[src/rtl/usb_pkg.sv]
// Shared encoder types: packet kinds, the SYNC pattern and the encoder FSM states.
package usb_pkg;

    typedef enum logic [1:0] {
        PktNone   = 2'b00,
        PktHshake = 2'b10,
        PktData   = 2'b11
    } pkt_type_e;

    typedef enum logic [2:0] {
        StIdle,
        StSync,
        StPid,
        StData,
        StDone
    } enc_state_e;

    // Shifted out LSB first: seven zeros followed by a one.
    localparam logic [7:0] SyncPattern = 8'b1000_0000;

    function automatic logic is_legal_pkt(input logic [1:0] t);
        return (t == PktData) || (t == PktHshake);
    endfunction

endpackage

[src/rtl/piso_shifter.sv]
// 8-bit parallel-in serial-out shifter, LSB first, with a bit counter and a hold input.
module piso_shifter (
    input  logic       clk,
    input  logic       rst,
    input  logic       i_clear,
    input  logic       i_load,
    input  logic       i_hold,
    input  logic [7:0] i_data,
    output logic       o_bit,
    output logic [2:0] o_count
);

    logic [7:0] r_shift;
    logic [2:0] r_count;

    always_ff @(posedge clk) begin
        if (rst || i_clear) begin
            r_shift <= '0;
            r_count <= '0;
        end else if (i_load) begin
            r_shift <= i_data;
            r_count <= '0;
        end else if (!i_hold) begin
            r_shift <= {1'b0, r_shift[7:1]};
            r_count <= r_count + 3'd1;
        end
    end

    assign o_bit   = r_shift[0];
    assign o_count = r_count;

endmodule

[src/rtl/bs_encoder.sv]
// Bit-serial packet encoder: SYNC, PID and LSB-first payload towards the bit stuffer and CRC.
// Define BS_ENC_PID_CHECK_EN to reject requests whose pid[1:0] disagrees with pkt_type.
module bs_encoder
    import usb_pkg::*;
(
    input  logic       clk,
    input  logic       rst,
    input  logic       abort,
    input  logic       start_encode,
    input  logic [1:0] pkt_type,
    input  logic [3:0] pid,
    input  logic [7:0] byte_in,
    input  logic       byte_valid,
    input  logic       last_byte,
    output logic       byte_ready,
    input  logic       stuff_stall,
    output logic       s_out,
    output logic       s_valid,
    output logic       start_crc,
    output logic       end_crc,
    output logic       encoder_busy,
    output logic       encode_done,
    output logic       enc_error,
    output logic       pid_error
);

    enc_state_e r_state;
    enc_state_e w_state_next;
    logic [3:0] r_pid;
    pkt_type_e  r_type;
    logic       r_last;
    logic       r_first;

    logic       w_legal;
    logic       w_pid_err;
    logic       w_accept;
    logic       w_bit_state;
    logic       w_bit_done;
    logic       w_load_byte;
    logic       w_underrun;
    logic       w_sh_clear;
    logic       w_sh_load;
    logic       w_sh_hold;
    logic       w_sh_bit;
    logic [7:0] w_sh_data;
    logic [2:0] w_sh_count;

    assign w_legal = is_legal_pkt(pkt_type);

`ifdef BS_ENC_PID_CHECK_EN
    assign w_pid_err = (r_state == StIdle) && start_encode && w_legal &&
                       (pid[1:0] != pkt_type);
`else
    assign w_pid_err = 1'b0;
`endif

    assign w_accept    = (r_state == StIdle) && start_encode && w_legal && !w_pid_err;
    assign w_bit_state = (r_state == StSync) || (r_state == StPid) || (r_state == StData);
    assign w_bit_done  = w_bit_state && !stuff_stall && (w_sh_count == 3'd7);
    // A byte is fetched as the final bit of the PID or of a non-final byte goes out.
    assign w_load_byte = w_bit_done && (((r_state == StPid) && (r_type == PktData)) ||
                                        ((r_state == StData) && !r_last));
    assign w_underrun  = w_load_byte && !byte_valid;

    always_ff @(posedge clk) begin
        if (rst) begin
            r_state <= StIdle;
        end else begin
            r_state <= w_state_next;
        end
    end

    always_comb begin
        w_state_next = r_state;
        if (abort) begin
            w_state_next = StIdle;
        end else begin
            unique case (r_state)
                StIdle: if (w_accept) w_state_next = StSync;
                StSync: if (w_bit_done) w_state_next = StPid;
                StPid: begin
                    if (w_bit_done) begin
                        if (r_type != PktData) w_state_next = StDone;
                        else if (byte_valid)   w_state_next = StData;
                        else                   w_state_next = StIdle;
                    end
                end
                StData: begin
                    if (w_bit_done) begin
                        if (r_last)          w_state_next = StDone;
                        else if (byte_valid) w_state_next = StData;
                        else                 w_state_next = StIdle;
                    end
                end
                StDone:  w_state_next = StIdle;
                default: w_state_next = StIdle;
            endcase
        end
    end

    always_ff @(posedge clk) begin
        if (rst) begin
            r_pid   <= '0;
            r_type  <= PktNone;
            r_last  <= 1'b0;
            r_first <= 1'b0;
        end else begin
            if (w_accept) begin
                r_pid   <= pid;
                r_type  <= pkt_type_e'(pkt_type);
                r_last  <= 1'b0;
                r_first <= 1'b1;
            end else if (r_state == StData) begin
                r_first <= 1'b0;
            end
            if (w_load_byte && byte_valid) begin
                r_last <= last_byte;
            end
        end
    end

    assign w_sh_clear = abort || (w_state_next == StIdle);
    assign w_sh_load  = !abort && (w_accept || ((r_state == StSync) && w_bit_done) ||
                                   (w_load_byte && byte_valid));
    assign w_sh_hold  = !w_bit_state || stuff_stall;
    assign w_sh_data  = (r_state == StIdle) ? SyncPattern :
                        (r_state == StSync) ? {~r_pid, r_pid} : byte_in;

    piso_shifter u_piso (
        .clk     (clk),
        .rst     (rst),
        .i_clear (w_sh_clear),
        .i_load  (w_sh_load),
        .i_hold  (w_sh_hold),
        .i_data  (w_sh_data),
        .o_bit   (w_sh_bit),
        .o_count (w_sh_count)
    );

    always_comb begin
        s_valid      = 1'b0;
        s_out        = 1'b0;
        encoder_busy = 1'b0;
        byte_ready   = 1'b0;
        enc_error    = 1'b0;
        start_crc    = 1'b0;
        end_crc      = 1'b0;
        encode_done  = 1'b0;
        pid_error    = 1'b0;
        if (!rst) begin
            s_valid      = w_bit_state;
            s_out        = w_bit_state && w_sh_bit;
            encoder_busy = (r_state != StIdle);
            if (!abort) begin
                byte_ready  = w_load_byte && byte_valid;
                enc_error   = w_underrun;
                start_crc   = (r_state == StData) && r_first;
                end_crc     = (r_state == StDone) && (r_type == PktData);
                encode_done = (r_state == StDone);
                pid_error   = w_pid_err;
            end
        end
    end

endmodule

[config.mk]
export PLATFORM = sky130hd
export DESIGN_NAME = bs_encoder
export DESIGN_NICKNAME = d
export VERILOG_FILES = /design/src/rtl/usb_pkg.sv /design/src/rtl/piso_shifter.sv /design/src/rtl/bs_encoder.sv
export SDC_FILE = /design/constraint.sdc
export NUM_CORES = 1
export LEC_CHECK = 0
export BUFFER_PORTS_ARGS = -buffer_cell sky130_fd_sc_hd__clkbuf_2
export CAP_MARGIN = 20
export CORE_MARGIN = 5
export CORE_UTILIZATION = 56
export DETAILED_ROUTE_END_ITERATION = 10
export GPL_TIMING_DRIVEN = 0
export PLACE_DENSITY = 0.83
export SYNTH_ARGS = -nofsm -noshare
export SYNTH_HDL_FRONTEND = slang
export SYNTH_SLANG_ARGS = --single-unit
export TNS_END_PERCENT = 50
[constraint.sdc]
create_clock -name clk -period 2.95 [get_ports clk]
set_input_delay 0.59 -clock clk [delete_from_list [all_inputs] [get_ports clk]]
set_output_delay 0.59 -clock clk [all_outputs]
set_load 0.005 [all_outputs]
# Word-level counts from Yosys, hierarchy flattened
# Cells that the tools add are included.
dict set report word_totals {
  reg_bits 22
  out_inout_bits 9
  word_cells 83
}
dict set report op_classes {
  n_addsub 1
  eq_ne 10
  muxes 30
  bitwise_logic 1
  reduce_logical 34
}
# cell count
set ops {}
lappend ops {{$mux 8} 4}
lappend ops {{$mux 3} 7}
lappend ops {{$mux 1} 17}
lappend ops {{$logic_and 1x1->1} 14}
lappend ops {{$pmux 3 s4} 1}
lappend ops {{$logic_or 1x1->1} 9}
lappend ops {{$eq 2x2->1 const B} 3}
lappend ops {{$eq 3x2->1 const B} 2}
lappend ops {{$eq 3x3->1 const B} 2}
lappend ops {{$logic_not 3->1} 2}
lappend ops {{$logic_not 1->1} 5}
lappend ops {{$not 4->4} 1}
lappend ops {{$reduce_bool 2->1} 2}
lappend ops {{$add 3x1->3 const B} 1}
lappend ops {{$eq 3x1->1 const B} 1}
lappend ops {{$reduce_bool 3->1} 1}
lappend ops {{$mux 2} 1}
lappend ops {{$ne 2x1->1 const B} 1}
lappend ops {{$ne 2x2->1 const B} 1}
lappend ops {{$reduce_or 2->1} 1}

# Logic depth before layout (Yosys ltp)
# Gate-level depths: netlist of run 1.
dict set report depth {
  ltp_word 12
  mapped_depth 8
  mapped_depth_nobuf 7
}

# Cells and area by module
# From an unflattened synthesis of run 1, not the netlist that was laid out.
dict set report unflattened {
  cells_unflattened 154
  hier_area_um2 1266.2
}
# mod instances cells_each area_per_inst_um2
set modules_own_cells {}
lappend modules_own_cells {bs_encoder 1 107 734.5}
lappend modules_own_cells {piso_shifter 1 47 531.8}

# Least setup slack after synthesis of run 1
# OpenSTA, ideal clock, no wires.
dict set report synth_path {
  path_kind {flip-flop to flip-flop}
  start {register u_piso.r_count[0] (netlist: u_piso.o_count[0])}
  end {register u_piso.r_shift[0]}
  arrival_ps 1788
  t_required_ps 2862
  setup_slack_ps 1074
  stages_incl_launch_ff 9
  synth_period_minus_slack_ps 1876
  cell_sequence {dfxtp_1 -> ha_1 -> ha_1 -> and2b_2 -> or2b_2 -> a31oi_2 -> a311oi_2 -> buf_6 -> a311oi_2}
}
dict set report synth_via {
  elab_chain_len 8
}
# element line
set synth_lines {}
lappend synth_lines {{start: declaration} piso_shifter.sv:14} ;# logic [2:0] r_count;
lappend synth_lines {{start signal: assignment} piso_shifter.sv:25} ;# r_count <= r_count + 3'd1;
lappend synth_lines {{$eq 3x3->1 *} bs_encoder.sv:59} ;# assign w_bit_done = w_bit_state && !stuff_stall && (w_sh_count == 3'd7);
lappend synth_lines {{$logic_and 1x1->1 *} bs_encoder.sv:59}
lappend synth_lines {{$mux 3 (on tied branches)} {bs_encoder.sv:89, bs_encoder.sv:80, bs_encoder.sv:82}}
lappend synth_lines {{$pmux 3 s4} bs_encoder.sv:78} ;# unique case (r_state)
lappend synth_lines {{$mux 3} bs_encoder.sv:75} ;# if (abort) begin
lappend synth_lines {{$logic_not 3->1} bs_encoder.sv:122} ;# assign w_sh_clear = abort || (w_state_next == StIdle);
lappend synth_lines {{$logic_or 1x1->1} bs_encoder.sv:122}
lappend synth_lines {{$logic_or 1x1->1} piso_shifter.sv:17} ;# if (rst || i_clear) begin
lappend synth_lines {{end signal: assignment} piso_shifter.sv:21} ;# r_shift <= i_data;
lappend synth_lines {{end signal: assignment} piso_shifter.sv:24} ;# r_shift <= {1'b0, r_shift[7:1]};
lappend synth_lines {{end: declaration} piso_shifter.sv:13} ;# logic [7:0] r_shift;
# Every way passes the cells marked *; elsewhere a longest branch is shown, timed or not.
# A chain may end at the register's enable or synchronous reset.

# Worst setup path after layout of run 1
dict set report layout_path {
  start {register u_piso.r_count[0] (netlist: u_piso.o_count[0])}
  end {output enc_error}
}
dict set report layout_via {
  elab_chain_len 6
}
# element line
set layout_lines {}
lappend layout_lines {{$eq 3x3->1} bs_encoder.sv:59}
lappend layout_lines {{$logic_and 1x1->1} bs_encoder.sv:59}
lappend layout_lines {{$logic_and 1x1->1} bs_encoder.sv:61} ;# assign w_load_byte = w_bit_done && (((r_state == StPid) && (r_type == PktData)) ||
lappend layout_lines {{$logic_and 1x1->1} bs_encoder.sv:63} ;# assign w_underrun = w_load_byte && !byte_valid;
lappend layout_lines {{$mux 1} bs_encoder.sv:154} ;# if (!abort) begin
lappend layout_lines {{$mux 1} bs_encoder.sv:150} ;# if (!rst) begin
lappend layout_lines {{end: declaration} bs_encoder.sv:23} ;# output logic enc_error,
# No other way between the ends.

==> flow_summary.json, run 1 <==
{
  "crit_top_cell": "ha_1",
  "relSlewSlack": 0.656,
  "synth_cells": 128,
  "r2r_cells": 8,
  "synth_edf_count": 0,
  "avgRoutedWirePerCell_um": 14.4,
  "fmax_ghz": 0.439,
  "ys_seq_elements": 22,
  "vias_per_cell": 5.67,
  "ys.flop_type": "dfxtp_1",
  "layoutNonFillerInstCount": 187,
  "crit_required_ps": 2360,
  "path_clk_slew_ps": 120,
  "startpoint_type": "flip-flop",
  "clkSinkCount": 22,
  "die_x_um": 57.8,
  "hold_depth": 2,
  "numCtsBuffers": 3,
  "routed_wl_um": 2690,
  "vias": 1061,
  "ys_seq_area_frac": 0.344,
  "drv_slew": 0,
  "reg2reg_slack_ps": 910,
  "drt-pass1-iter-count": 4,
  "syn-mean-instance-area_um2": 10.0,
  "seqPwrFrac": 0.604,
  "hp-class": "flip-flop to flip-flop",
  "end_kind": "output pin",
  "tightest_slew_ps": 516,
  "core_um2": 2190,
  "nNetsFinal": 184,
  "areaGrowthSynthToFinish_pct": 15.4,
  "worstSetupPathType": "flip-flop to output pin",
  "arrival_ps": 1690,
  "io_pins": 30,
  "postRouteAntennaNets": 0,
  "pre_cts_ws_ps": 854,
  "ys_async_sr_fraction": 0,
  "total_leakage_power_nw": 0.599,
  "gp_congestion": 0.741,
  "drc_errors": 0,
  "status": "complete, no violations",
  "synth_area_um2": 1280,
  "hpwlAfterDp_um": 2140,
  "grt-ovfl-total": 0,
  "p_clk_frac": 0.272,
  "grtUsageTotal": 0.178,
  "setup_tns_ps": 0,
  "cts_hold_buffers": 0,
  "placed_cells": 184,
  "layout-drive-gt1-share": 0.409,
  "r2r-start": "u_piso.o_count[0]",
  "grt_setup_unrepaired": "no",
  "cts_resized": 0,
  "crit_fanout": 5,
  "cts.path.max_buffers": 2,
  "fin_skew_ps": 4.04,
  "hold_viol_final": 0,
  "grt_antenna_before_repair": 0,
  "max_cap_violations": 0,
  "initial_core_util": 0.584,
  "syn_nets": 151,
  "r2r-end": "u_piso.r_shift[2]",
  "cts_setup_buffers": 0,
  "peakVddDrop_v": 0.000368,
  "p_int_w": 0.000381,
  "p_switching_w": 0.000129,
  "ys_warn_count": 0,
  "first_global_vias": 1025,
  "critPathMaxStageDelay_ps": 370,
  "drt_iter0_drc": 26,
  "die_h_um": 57.8,
  "die-area_um2": 3340,
  "cpMaxStageDelayCell": "dfxtp_1",
  "num_rows": 17,
  "switching_share": 0.253,
  "insertion_delay_ps": 310,
  "ctsHtreeMaxLevel": 1,
  "crit_family": "simple AND/OR/NAND/NOR gates",
  "cts_tree": "yes",
  "p_comb_frac": 0.124,
  "crit_chain": "ha_1 > ha_1 > and4bb_4 > nand2_1 > nor3_1 > clkbuf_2",
  "holdPathEnd": "r_first",
  "cp_num_buf_inv": 1,
  "yosys.cell_types.count": 44,
  "period_share": 0.772,
  "setup_violations": 0,
  "p_per_area_nw_per_um2": 345,
  "n_antenna_cell": 0,
  "grt_max_degree": 12,
  "io_buffers": 28,
  "grt_pass1_wl_um": 4610,
  "clockRootBuffer": "clkbuf_4",
  "holdCritStartpoint": "r_first",
  "fin_crit_ps": 2280,
  "fin_ws_ps": 672
}
==> sequential cells by signal, summed over array words and instances, names as in the netlist <==
signal	count
r_pid	4
r_type	2
r_state	3
u_piso.r_shift	8
r_first	1
r_last	1
u_piso.o_count	3
==> placed cells by master, fill, tap and decap left out, drive strengths merged, types with 5 or more instances in the layout <==
master	n
nor2	19
nand2	5
dfxtp	22
mux2i	7
clkbuf	32
nand3	7
mux2	7
nor3	6
a311oi	6
a21oi	8
buf	6
==> cell families (layout without fill, tap and decap cells) <==
family	Yosys count	count (layout)	synth area share
AO/OA/AOI/OAI	23	23	0.189
adder cells (fa/ha/maj)	2	2	0.0195
AND/OR/NAND/NOR	56	56	0.270
other	1	1	0.00293
multiplexers	14	14	0.116
buffers and inverters	9	40	0.0518
flip-flops	22	22	0.344
XOR/XNOR	1	1	0.00684
==> worst max-delay path by stage <==
| stage | from | depth (start not counted) | slack, ps | to |
|---|---|---|---|---|
| final | u_piso.o_count[0] | 6 | 670 | enc_error |
| after global routing | u_piso.o_count[0] | 6 | 590 | enc_error |
| after CTS | u_piso.o_count[0] | 6 | 670 | enc_error |
| after detailed placement | rst | 5 | 850 | s_out |
| after global placement | rst | 5 | 870 | s_out |
| after floorplan | u_piso.o_count[0] | 8 | 1070 | u_piso.r_shift[0] |
==> layer usage <==
metal	part of all wire	vias to the layer above	wire, um	global-route usage
met5	0	-	0	0
met4	0.019	0	52	0.0795
met3	0.054	5	145	0.0245
met2	0.50	30	1340	0.298
met1	0.43	496	1150	0.226
li1	-	530	-	-
==> layout make-up <==
class | instances | area [um^2]
well taps | 28 | 35.0
plain buffers | 8 | 62.6
flip-flops and latches | 22 | 440
multi-input cells | 97 | 773
clock buffers | 3 | 22.5
fillers | 198 | 713
inverters | 1 | 3.75
repair buffers | 28 | 140
==> cells in the mapped netlist, drive strengths merged, types with 3 or more instances <==
library cell | instances | area [um^2]
a311oi | 6 | 83.8
nor2 | 19 | 73.8
mux2 | 7 | 78.8
a21oi | 8 | 43.8
nor3 | 6 | 50.1
and3 | 3 | 18.8
dfxtp | 22 | 440
buf | 6 | 50.0
a211oi | 3 | 37.5
mux2i | 7 | 70.1
nand3 | 7 | 35.0
nor3b | 3 | 22.5
nand2 | 5 | 18.8
==> worst reg2reg max path, delay by kind of cell, from the launching register on <==
family | cells | cell delay, ps
adder cells (fa/ha/maj) | 2 | 410
AO/OA/AOI/OAI | 3 | 480
buffers and inverters | 1 | 190
AND/OR/NAND/NOR | 2 | 530
flip-flops | 1 | 340
==> metrics by stage <==
stage,hold slack (ps),power (W),util,area [um^2]
2_1_floorplan,435,0.000354,-,1280
3_3_place_gp,443,0.000376,0.664,1460
3_5_place_dp,461,0.000379,0.664,1460
4_1_cts,480,0.000515,0.674,1480
5_1_grt,492,0.000542,0.674,1480
6_report,478,0.000510,0.674,1480
==> power groups by stage <==
| stage | registers [W] | clock network (W) | logic, W |
|---|---|---|---|
| after floorplan | 0.000314 | 0 | 0.0000409 |
| after global placement | 0.000315 | 0 | 0.0000619 |
| after detailed placement | 0.000315 | 0 | 0.0000634 |
| after CTS | 0.000309 | 0.000142 | 0.0000636 |
| after global routing | 0.000310 | 0.000162 | 0.0000705 |
| final | 0.000308 | 0.000139 | 0.0000632 |
No activity file was read; power rests on OpenSTA's default activity.
==> run 2: changes to the inputs <==
- CORE_UTILIZATION: 56 -> 52
- PLACE_DENSITY: 0.83 -> 0.78
- clock period: 2.95 -> 2.2 ns (I/O delays scaled with it)
==> run 2 against run 1 <==
Compared with the run above: sequential share of layout area shrank 0.31 points; critical endpoint is now u_piso.o_count[0]; cell count grew 2.1%; clock-buffer cell count is the same; critical path type is now flip-flop to flip-flop; register-to-register slack lost 800 ps; worst setup slack lost 560 ps.
==> flow_summary.json, run 2 (synthesis gave the netlist of run 1 again) <==
{
  "cts_hold_buffers": 0,
  "hold_viol_final": 0,
  "total_leakage_power_nw": 0.607,
  "numCtsBuffers": 3,
  "grt_setup_unrepaired": "no",
  "io_buffers": 28,
  "p_per_area_nw_per_um2": 463,
  "p_clk_frac": 0.280,
  "grt_pass1_wl_um": 4550,
  "hp-class": "input pin to flip-flop",
  "p_int_w": 0.000511,
  "fin_crit_ps": 2090,
  "grtUsageTotal": 0.169,
  "drt_iter0_drc": 18,
  "fmax_ghz": 0.479,
  "routed_wl_um": 2810,
  "p_comb_frac": 0.125,
  "drv_slew": 0,
  "period_share": 0.949,
  "first_global_vias": 1094,
  "setup_violations": 0,
  "seqPwrFrac": 0.595,
  "status": "complete, no violations",
  "largest_reg_flops": 8,
  "clkSinkCount": 22,
  "initial_core_util": 0.531,
  "gp_congestion": 0.765,
  "cts_tree": "yes",
  "core_um2": 2410,
  "nNetsFinal": 186,
  "die_h_um": 59.6,
  "die-area_um2": 3550,
  "setup_tns_ps": 0,
  "reg_top3": "u_piso.r_shift (8), r_pid (4)",
  "fin_skew_ps": 9.56,
  "areaGrowthSynthToFinish_pct": 17.0,
  "arrival_ps": 2310,
  "grt_max_degree": 12,
  "postLayoutCoreUtil": 0.621,
  "crit_required_ps": 2420,
  "vias_per_cell": 5.53,
  "top_register": "u_piso.r_shift",
  "num_rows": 18,
  "clockRootBuffer": "clkbuf_4",
  "io_pins": 30,
  "peakVddDrop_v": 0.000429,
  "crit_fanout": 10,
  "cts.path.max_buffers": 2,
  "drc_errors": 0,
  "worstSetupPathType": "flip-flop to flip-flop",
  "switching_share": 0.263,
  "grt-ovfl-total": 0,
  "hpwlAfterDp_um": 2110,
  "path_clk_slew_ps": 130,
  "layout-drive-gt1-share": 0.435,
  "end_kind": "flip-flop",
  "vias": 1056,
  "die_x_um": 59.6,
  "layout_commonest_cell": "clkbuf_2",
  "max_cap_violations": 0,
  "p_switching_w": 0.000183,
  "ctsHtreeMaxLevel": 1,
  "insertion_delay_ps": 330,
  "grt_antenna_before_repair": 0,
  "layout_common_cells": "29 x clkbuf_2, 21 x dfxtp_1, 18 x nor2_1",
  "n_antenna_cell": 0,
  "drt-pass1-iter-count": 4,
  "fill_cells": 216,
  "postRouteAntennaNets": 0,
  "avgRoutedWirePerCell_um": 14.7,
  "startpoint_type": "flip-flop"
}
-- run 2: cell types whose count changed in the layout (fill, tap and decap cells not counted), sizes merged --
| cell | delta |
|---|---|
| clkbuf | +1 |
| buf | +2 |
| dlygate4sd1 | -1 |
-- run 2: power groups by stage --
stage | clock network (W) | logic (W) | registers (W)
after floorplan | 0 | 0.0000548 | 0.000420
after global placement | 0 | 0.0000835 | 0.000422
after detailed placement | 0 | 0.0000858 | 0.000422
after CTS | 0.000194 | 0.0000869 | 0.000413
after global routing | 0.000212 | 0.0000937 | 0.000415
final | 0.000194 | 0.0000867 | 0.000413
-- run 2: through the flow --
step	cells	power [W]	setup WS [ps]	hold slack (ps)	area [um^2]
after floorplan	128	0.000475	324	435	1280
after global placement	186	0.000505	220	449	1460
after global routing	191	0.000721	13.1	355	1500
after detailed placement	186	0.000508	180	460	1460
after CTS	189	0.000694	22.4	342	1490
final	191	0.000694	111	337	1500
-- run 2: final timing paths --
path,start,endpoint,slack [ps],cells after the start
min reg2reg,r_type[1],r_type[1],470,2
min,pid[0],r_pid[0],340,3
max,u_piso.o_count[0],u_piso.o_count[0],110,9
max reg2reg,u_piso.o_count[0],u_piso.o_count[0],110,9
-- run 2: final cells by class --
class	instances	area [um^2]	share of cell area
inverter	1	3.75	0.00251
timing repair buffer	30	155	0.104
sequential	22	442	0.295
clock buffer	3	22.5	0.0150
tap	30	37.5	0.0251
buffer	8	58.8	0.0393
multi-input combinational	97	778	0.520
-- run 2: what timing repair did --
action | 4_1_cts | 5_1_grt
setup buffers | 0 | 2
gates resized for setup | 1 | 2
setup endpoints to repair | 1 | 3
-- run 2: per-layer routing --
layer	share of wire	wire, um	track usage
met5	0	0	0
met2	0.48	1340	0.284
met4	0.031	88	0.0918
met1	0.44	1220	0.194
met3	0.053	150	0.0414
-- run 2: worst max-delay path, stage by stage, from the launching register on --
cell and delay (ps):
dfxtp_2 350, ha_1 200, ha_1 210, and4bb_4 200, buf_4 150, o211ai_4 110
a31oi_2 150, a311oi_2 340, buf_6 220, nor3_2 60
==> run 3: changes to the inputs <==
- CORE_UTILIZATION: 52 -> 29
- PLACE_DENSITY: 0.78 -> default
==> run 3 against run 2 <==
Compared with the run above: sequential power is essentially flat; clock power increased by 95%; worst setup slack gained 20 ps; sequential share of layout area decreased by 1.2 points; global-route usage is 7.2 points lower; critical path type is now flip-flop to output pin; critical endpoint is now enc_error; highest routed layer unchanged.
==> flow_summary.json, run 3 (synthesis gave the netlist of run 1 again) <==
{
  "status": "complete, no violations",
  "areaGrowthSynthToFinish_pct": 21.6,
  "ctsHtreeMaxLevel": 1,
  "cts_tree": "yes",
  "peakVddDrop_v": 0.000234,
  "top_register": "u_piso.r_shift",
  "cts_setup_buffers": 0,
  "nNetsFinal": 184,
  "cts_resized": 0,
  "n_antenna_cell": 0,
  "cpMaxStageDelayCell": "dfxtp_1",
  "insertion_delay_ps": 260,
  "gp_congestion": 0.755,
  "drt-pass1-iter-count": 4,
  "avgRoutedWirePerCell_um": 13.2,
  "fin_crit_ps": 2070,
  "reg_top3": "u_piso.r_shift (8), r_pid (4)",
  "cts_hold_buffers": 0,
  "p_per_area_nw_per_um2": 563,
  "period_share": 0.940,
  "grtUsageTotal": 0.0962,
  "num_rows": 24,
  "numCtsBuffers": 3,
  "io_pins": 30,
  "hp-class": "input pin to flip-flop",
  "die-area_um2": 5840,
  "largest_reg_flops": 8,
  "crit_fanout": 5,
  "grt-ovfl-total": 0,
  "arrival_ps": 1630,
  "crit_top_cell": "ha_1",
  "wl_met1_um": 1410,
  "routed.top_layer": "met4",
  "vias": 1034,
  "cp_num_buf_inv": 1,
  "initial_core_util": 0.296,
  "die_h_um": 76.4,
  "grt_setup_unrepaired": "no",
  "crit_required_ps": 1760,
  "clockRootBuffer": "clkbuf_8",
  "worstSetupPathType": "flip-flop to output pin",
  "fill_cells": 475,
  "hpwlAfterDp_um": 2170,
  "seq_area_um2": 440,
  "io_buffers": 28,
  "setup_violations": 0,
  "postRouteAntennaNets": 0,
  "vias_per_cell": 4.88,
  "grt_max_degree": 14,
  "end_kind": "output pin",
  "critPathMaxStageDelay_ps": 350,
  "postLayoutCoreUtil": 0.360,
  "core_um2": 4320,
  "layout-drive-gt1-share": 0.413,
  "startpoint_type": "flip-flop",
  "layout_common_cells": "28 x clkbuf_2, 22 x dfxtp_1, 18 x nor2_1",
  "wl_met3_um": 145,
  "total_leakage_power_nw": 0.621,
  "crit_family": "simple AND/OR/NAND/NOR gates",
  "grt_antenna_before_repair": 0,
  "drt_iter0_drc": 48,
  "layout_commonest_cell": "clkbuf_2",
  "drc_errors": 0,
  "drv_slew": 0,
  "grt_pass1_wl_um": 4730,
  "fin_skew_ps": 1.97,
  "max_cap_violations": 0,
  "cts.path.max_buffers": 2,
  "crit_chain": "ha_1 > ha_1 > and4bb_4 > nand2_1 > nor3_1 > clkbuf_2",
  "fmax_ghz": 0.483,
  "clkSinkCount": 22,
  "routed_wl_um": 2800,
  "hold_viol_final": 0,
  "setup_tns_ps": 0,
  "multiInputGateArea_um2": 773,
  "wl_met2_um": 1190,
  "first_global_vias": 1016,
  "path_clk_slew_ps": 80,
  "die_x_um": 76.4
}
[run 3: final timing paths]
path	slack, ps	startpoint	endpoint	cells after the start
worst max-delay path	130	u_piso.o_count[0]	enc_error	6
worst min-delay path	400	pkt_type[0]	r_type[0]	3
worst max register to register	170	u_piso.o_count[0]	u_piso.r_shift[1]	8
worst min register to register	470	r_last	r_last	2
[run 3: area by class of cell]
| type | instances | share of cell area |
|---|---|---|
| Timing Repair Buffer | 28 | 0.0900 |
| Inverter | 1 | 0.00241 |
| Tap cell | 52 | 0.0418 |
| Sequential cell | 22 | 0.283 |
| Multi-Input combinational cell | 97 | 0.497 |
| Clock buffer | 3 | 0.0265 |
| Buffer | 8 | 0.0402 |
| Clock inverter | 1 | 0.0193 |
[run 3: power breakdown]
group / internal (W) / switching [W] / leakage [nW]
sequential: 0.000407 / 0.00000627 / 0.178
combinational: 0.0000399 / 0.0000462 / 0.407
clock: 0.000243 / 0.000134 / 0.0357
[run 3: worst reg2reg max path, delay by kind of cell (launching register included)]
family	cells	cell delay (ps)
flops	1	330
fa+ha+maj	2	430
buf+inv	1	190
simple gates	2	530
compound gates	3	480
[run 3: per-layer routing]
| metal | track usage | vias to the layer above |
|---|---|---|
| li1 | - | 531 |
| met2 | 0.139 | 30 |
| met1 | 0.137 | 466 |
| met5 | 0 | - |
| met3 | 0.0201 | 7 |
| met4 | 0.0420 | 0 |
[run 3: through the flow]
step | setup WS [ps] | hold slack (ps) | std cells | total power [W] | area (um^2)
4_1_cts | 123 | 397 | 212 | 0.000892 | 1560
5_1_grt | 9.86 | 399 | 212 | 0.000916 | 1560
2_1_floorplan | 324 | 435 | 128 | 0.000475 | 1280
3_5_place_dp | 177 | 459 | 208 | 0.000509 | 1490
3_3_place_gp | 177 | 453 | 208 | 0.000509 | 1490
6_report | 131 | 403 | 212 | 0.000877 | 1560
